==> config.mk <==
export PLATFORM = sky130hd
export DESIGN_NAME = universal_bound_counter
export DESIGN_NICKNAME = d
export VERILOG_FILES = /design/src/rtl/universal_bound_counter.sv
export SDC_FILE = /design/constraint.sdc
export NUM_CORES = 1
export LEC_CHECK = 0
export BUFFER_PORTS_ARGS = -buffer_cell sky130_fd_sc_hd__buf_2
export CAP_MARGIN = 20
export CORE_UTILIZATION = 64
export CTS_BUF_LIST = sky130_fd_sc_hd__clkbuf_8
export DETAILED_ROUTE_END_ITERATION = 16
export PLACE_DENSITY = 0.95
export RECOVER_POWER = 50
export SLEW_MARGIN = 15
export SYNTH_ARGS = -nofsm -noshare
export SYNTH_HDL_FRONTEND = slang
export SYNTH_SLANG_ARGS = --single-unit
export TNS_END_PERCENT = 100
==> constraint.sdc <==
create_clock -name CLOCK -period 6 [get_ports CLOCK]
set_input_delay 0.3 -clock CLOCK [delete_from_list [all_inputs] [get_ports CLOCK]]
set_output_delay 0.3 -clock CLOCK [all_outputs]
set_load 0.02 [all_outputs]
==> src/rtl/universal_bound_counter.sv <==
// -----------------------------------------------------------------------------
// universal_bound_counter
//
// Bidirectional counter with run-time bounds and step size. Supports hold,
// count up, count down and a clamped parallel load. Each direction either
// wraps to the opposite bound or saturates at its own bound.
//
// Ports
//   CLOCK          in   1           rising-edge clock
//   ResetN         in   1           asynchronous active-low reset
//   S              in   2           mode: 0 hold, 1 up, 2 down, 3 load
//   Enable         in   1           count enable (gates modes 1/2 only)
//   Saturate       in   1           1 = saturate at bound, 0 = wrap
//   BeginCount     in   LENGTH      lower bound, inclusive
//   EndCount       in   LENGTH      upper bound, inclusive
//   Step           in   STEP_WIDTH  step amount, 0 behaves as 1
//   P              in   LENGTH      parallel load value
//   ClearFlag      in   1           synchronous clear of OverflowFlag
//   Q              out  LENGTH      registered count
//   TerminalCount  out  1           combinational: next edge hits a bound
//   WrapPulse      out  1           registered one-cycle pulse after a wrap
//   OverflowFlag   out  1           sticky wrap/saturation flag
//   BoundErr       out  1           combinational: BeginCount > EndCount
// -----------------------------------------------------------------------------
module universal_bound_counter #(
    parameter int                LENGTH       = 8,
    parameter int                STEP_WIDTH   = 4,
    parameter logic [LENGTH-1:0] InitialCount = '0
) (
    input  logic                  CLOCK,
    input  logic                  ResetN,
    input  logic [1:0]            S,
    input  logic                  Enable,
    input  logic                  Saturate,
    input  logic [LENGTH-1:0]     BeginCount,
    input  logic [LENGTH-1:0]     EndCount,
    input  logic [STEP_WIDTH-1:0] Step,
    input  logic [LENGTH-1:0]     P,
    input  logic                  ClearFlag,
    output logic [LENGTH-1:0]     Q,
    output logic                  TerminalCount,
    output logic                  WrapPulse,
    output logic                  OverflowFlag,
    output logic                  BoundErr
);

    // Wide enough that both Q+Se and BeginCount+Se never overflow.
    localparam int WW = ((LENGTH > STEP_WIDTH) ? LENGTH : STEP_WIDTH) + 1;

    localparam logic [1:0] MODE_HOLD = 2'd0;
    localparam logic [1:0] MODE_UP   = 2'd1;
    localparam logic [1:0] MODE_DOWN = 2'd2;
    localparam logic [1:0] MODE_LOAD = 2'd3;

    // Clamp a load value into [b, e]; only meaningful when b <= e.
    function automatic logic [LENGTH-1:0] clamp_load(
        input logic [LENGTH-1:0] p,
        input logic [LENGTH-1:0] b,
        input logic [LENGTH-1:0] e
    );
        logic [LENGTH-1:0] v;
        if (p > e) begin
            v = e;
        end else if (p < b) begin
            v = b;
        end else begin
            v = p;
        end
        return v;
    endfunction

    logic [LENGTH-1:0] r_q;
    logic              r_wrap_pulse;
    logic              r_overflow;

    logic [WW-1:0]     w_se;
    logic [WW-1:0]     w_q_wide;
    logic [WW-1:0]     w_begin_wide;
    logic [WW-1:0]     w_end_wide;
    logic [WW-1:0]     w_up_sum;
    logic [WW-1:0]     w_down_floor;
    logic [LENGTH-1:0] w_down_next;
    logic              w_hit_up;
    logic              w_hit_down;
    logic              w_bound_err;
    logic              w_term_count;
    logic              w_wrap;
    logic [LENGTH-1:0] w_q_next;

    assign w_se         = (Step == {STEP_WIDTH{1'b0}})
                        ? {{(WW-1){1'b0}}, 1'b1}
                        : {{(WW-STEP_WIDTH){1'b0}}, Step};
    assign w_q_wide     = {{(WW-LENGTH){1'b0}}, r_q};
    assign w_begin_wide = {{(WW-LENGTH){1'b0}}, BeginCount};
    assign w_end_wide   = {{(WW-LENGTH){1'b0}}, EndCount};
    assign w_up_sum     = w_q_wide + w_se;
    assign w_down_floor = w_begin_wide + w_se;

    // Hit-down compares Q against Begin+Se so a borrow can never slip through.
    assign w_hit_up     = (w_up_sum > w_end_wide);
    assign w_hit_down   = (w_q_wide < w_down_floor);

    // When not hit-down, Se <= Q < 2^LENGTH, so the narrow subtraction is exact.
    assign w_down_next  = r_q - w_se[LENGTH-1:0];

    assign w_bound_err  = (BeginCount > EndCount);
    assign w_term_count = Enable & ~w_bound_err &
                          (((S == MODE_UP) & w_hit_up) | ((S == MODE_DOWN) & w_hit_down));
    assign w_wrap       = w_term_count & ~Saturate;

    // Next-count selection for every mode; invalid bounds force a hold.
    always_comb begin
        w_q_next = r_q;
        if (w_bound_err) begin
            w_q_next = r_q;
        end else begin
            case (S)
                MODE_HOLD: begin
                    w_q_next = r_q;
                end
                MODE_UP: begin
                    if (!Enable) begin
                        w_q_next = r_q;
                    end else if (w_hit_up) begin
                        w_q_next = Saturate ? EndCount : BeginCount;
                    end else begin
                        w_q_next = w_up_sum[LENGTH-1:0];
                    end
                end
                MODE_DOWN: begin
                    if (!Enable) begin
                        w_q_next = r_q;
                    end else if (w_hit_down) begin
                        w_q_next = Saturate ? BeginCount : EndCount;
                    end else begin
                        w_q_next = w_down_next;
                    end
                end
                MODE_LOAD: begin
                    w_q_next = clamp_load(P, BeginCount, EndCount);
                end
                default: begin
                    w_q_next = r_q;
                end
            endcase
        end
    end

    // Count, wrap pulse and sticky overflow state; set beats clear.
    always_ff @(posedge CLOCK or negedge ResetN) begin
        if (!ResetN) begin
            r_q          <= InitialCount;
            r_wrap_pulse <= 1'b0;
            r_overflow   <= 1'b0;
        end else begin
            r_q          <= w_q_next;
            r_wrap_pulse <= w_wrap;
            if (w_term_count) begin
                r_overflow <= 1'b1;
            end else if (ClearFlag) begin
                r_overflow <= 1'b0;
            end else begin
                r_overflow <= r_overflow;
            end
        end
    end

    assign Q             = r_q;
    assign WrapPulse     = r_wrap_pulse;
    assign OverflowFlag  = r_overflow;
    assign TerminalCount = w_term_count;
    assign BoundErr      = w_bound_err;

endmodule
==> results.md <==
- Peak supply drop: 0.275 mV
- I/O pin cnt: 47
- Horiz. Die Dim: 65.8 µm
- Crit-path max FO: 12
- Top post-synthesis cells by area: ha_1, dfrtp_1, mux2i_1
- Simple-gate share of the synthesized area: 0.166
- Max_cap viols: 0
- Drt total wl: 7350 µm
- Slew @ Worst Pin: 0.704 ns
- Worst-path cell chain: buf_2 > inv_1 > a31o_2 > ha_1 > inv_1 > fa_1 > nand2b_1 > a21oi_1 > nand3_1 > xnor2_1 > ha_1 > nand4_1 > nor2_1 > a2111oi_4 > nor2_2 > o2bb2ai_1 > nand3_1 > inv_1 > buf_2
- Worst slack at placement: 1.80 ns
- Total grt overflow: 0
- Post-route ant nets: 0
- Worst hold path type: primary input to register
- DRT Pass-1 Iters: 5
- Dpl cells: 405
- CP Launch Type: primary input
- Worst Skew: 0.00522 ns
- Distinct cells, synth: 62
- Initial antenna violation count: 0
- DRC Markers: 0
- Max incr delay on CP: 0.58 ns
- Status: complete, no violations
- CTS tree: yes
- Area of the core: 0.00377 mm²
- Diode count: 0
- Crit Path Category: primary input to output port
- Worst slew margin: 0.530
- Post-Synth XOR/XNOR Area: 0.0470
- FF+latch area: 250 µm²
- Synth warnings: 0
- Worst Setup Slack, final: 1.75 ns
- H-tree depth: 1
- Share of cells above drive strength 1: 0.155
- Post-synth EDFFs: 0
- PwrDens: 366 mW/mm²
- DRT iter0 DRCs: 237
- Fin area: 0.00289 mm²
- Buf/Inv on CP: 5
- Die height: 65.8 µm
- Register area share after synthesis: 0.0960
- DP Area: 0.00284 mm²
- Synth top area share: 0.240
- Filler Cell Count: 286
- Highest clock rate: 235 MHz
- Setup TNS: 0 ns
- Layout Cells excl Fill: 410
- Pin count of the biggest net entering global routing: 31
- Worst setup EP type: output port
- CTS Buf Count: 3
- Global-route wire length before repair: 12000 µm
- Post-synth net total: 411
- Synth Flop Type: dfrtp_1
- Post-route minimum period: 4.25 ns
- Postcts setup bufs: 0
- Vias in the first global route: 2595
- FF+latch count, synth: 10
- Cell mode on critical path: inv_1
- CTS root buffer: clkbuf_8
- Cell area after synthesis: 0.00261 mm²
- Via Count: 2671
- Most common cell in the netlist: ha_1
- Leakage: 1.40 nW
- Maximum clock path buffer count: 2
- Multiplexer share of the synthesized area: 0.0979
- Critical path arrival: 3.95 ns
- Post-DP HPWL: 5890 µm
- Final setup viols: 0
- FFs w/ async S/R, synth: 1.00
- Cell family with most CP delay: simple AND/OR/NAND/NOR gates
- Post-Synth Adder-Cell Area: 0.267
- Pwr Total: 1.06 mW
- DIE AREA: 0.00433 mm²
- Multi-input gate area: 0.00219 mm²
- FP Rows: 22
- Total Routing Usage GR: 0.359
- Latest clock arrival within the worst-skew pair: 0.24 ns
- Synth Area per Inst: 8.07 µm²
- Dominant combinational cell family by area after synthesis: adder cells
- Clock Sinks: 10
- RSZ-0062 raised after global routing: false
- Clock-pin slew on the worst setup and hold paths: 0.05 ns
- Final Hold Vio Count: 0
- Flop-to-flop setup slack: 2.00 ns
- WP data required: 5.70 ns
- Area Overhead vs Synth: 10.8%
- Post-synthesis cell count: 323
- Vias/cell: 6.51
- Fin nets: 452
- Max-slew violation count: 0
- Synth top cells by count: ha_1, nor2_1, inv_1
- Starting Density: 0.691
- Synth Area in Compound Gates: 0.261
- Slowest CP cell: nor2_2
- GP Congestion: 0.939
- Port Buffers: 46
- Largest area contributor in the netlist: ha_1
- Post-DR wirelength/cell: 17.9 µm
- Final Cycle Share: 0.708
==> routing by layer <==
| layer | track usage | wire (µm) | up-vias |
|---|---|---|---|
| met5 | 0 | 0 | - |
| met4 | 0.120 | 206 | 0 |
| met3 | 0.0466 | 606 | 23 |
| met2 | 0.602 | 3430 | 148 |
| met1 | 0.470 | 3110 | 1228 |
| li1 | - | - | 1272 |
==> state kept, by name (all words and copies together), names as in the netlist <==
register      flops
Q                 8
OverflowFlag      1
WrapPulse         1
==> kinds of logic (layout without fill, tap and decap cells) <==
kind of cell    after synthesis  in the layout
compound gates               92             92
simple gates                 86             86
fa+ha+maj                    54             54
buf+inv                      42             81
mux                          25             25
xor+xnor                     14             14
flops                        10             10
==> final timing paths <==
| kind | endpoint | cells after the start | from |
|---|---|---|---|
| worst max-delay path | TerminalCount | 19 | Step[1] |
| worst min-delay path | OverflowFlag | 2 | ClearFlag |
| worst max register to register | Q[2] | 13 | Q[2] |
| worst min register to register | OverflowFlag | 2 | OverflowFlag |
| max in group asynchronous | OverflowFlag | 2 | ResetN |
| min in group asynchronous | Q[3] | 2 | ResetN |
==> layout make-up <==
type,instances,share of cell area
Multi-Input combinational cell,271,0.756
Sequential cell,10,0.0866
Timing Repair Buffer,48,0.0827
Inverter,30,0.0394
Tap cell,48,0.0208
Clock buffer,3,0.0143
==> layout by cell type, fill, tap and decap left out, types with 3 or more instances in the layout <==
master	Yosys	layout
inv_2	3	3
nand2b_1	8	8
and3_1	3	3
inv_1	26	26
buf_2	4	39
nor3_1	5	5
mux2i_1	21	21
a211o_1	7	7
o22ai_1	3	3
nor2b_1	6	6
nand4_1	6	6
dfrtp_1	10	10
fa_1	3	3
o211ai_1	4	4
mux2_1	3	3
xnor2_1	11	11
nor2_1	27	27
nand2_1	16	16
o21ai_1	9	9
clkbuf_1	7	7
a211oi_1	5	5
ha_1	50	50
o21ai_0	13	13
a21oi_1	19	19
clkbuf_8	0	3
nand3_1	5	5
o2bb2ai_1	3	3
xor2_1	3	3
==> metrics by stage <==
step           hold WS [ns]   util
2_1_floorplan       0.00441      -
3_3_place_gp          0.184  0.753
3_5_place_dp          0.190  0.753
4_1_cts               0.237  0.767
5_1_grt               0.235  0.766
6_report              0.236  0.766
==> power breakdown <==
group          switching [mW]  internal [mW]
Sequential             0.0645         0.0964
Clock                  0.0283         0.0441
Combinational           0.467          0.358
==> timing repair <==
item,4_1_cts,5_1_grt
resized for setup,0,0
hold buffers,1,0
hold endpoints to repair,10,0
Note: power is estimated with default switching activity, not from simulation.
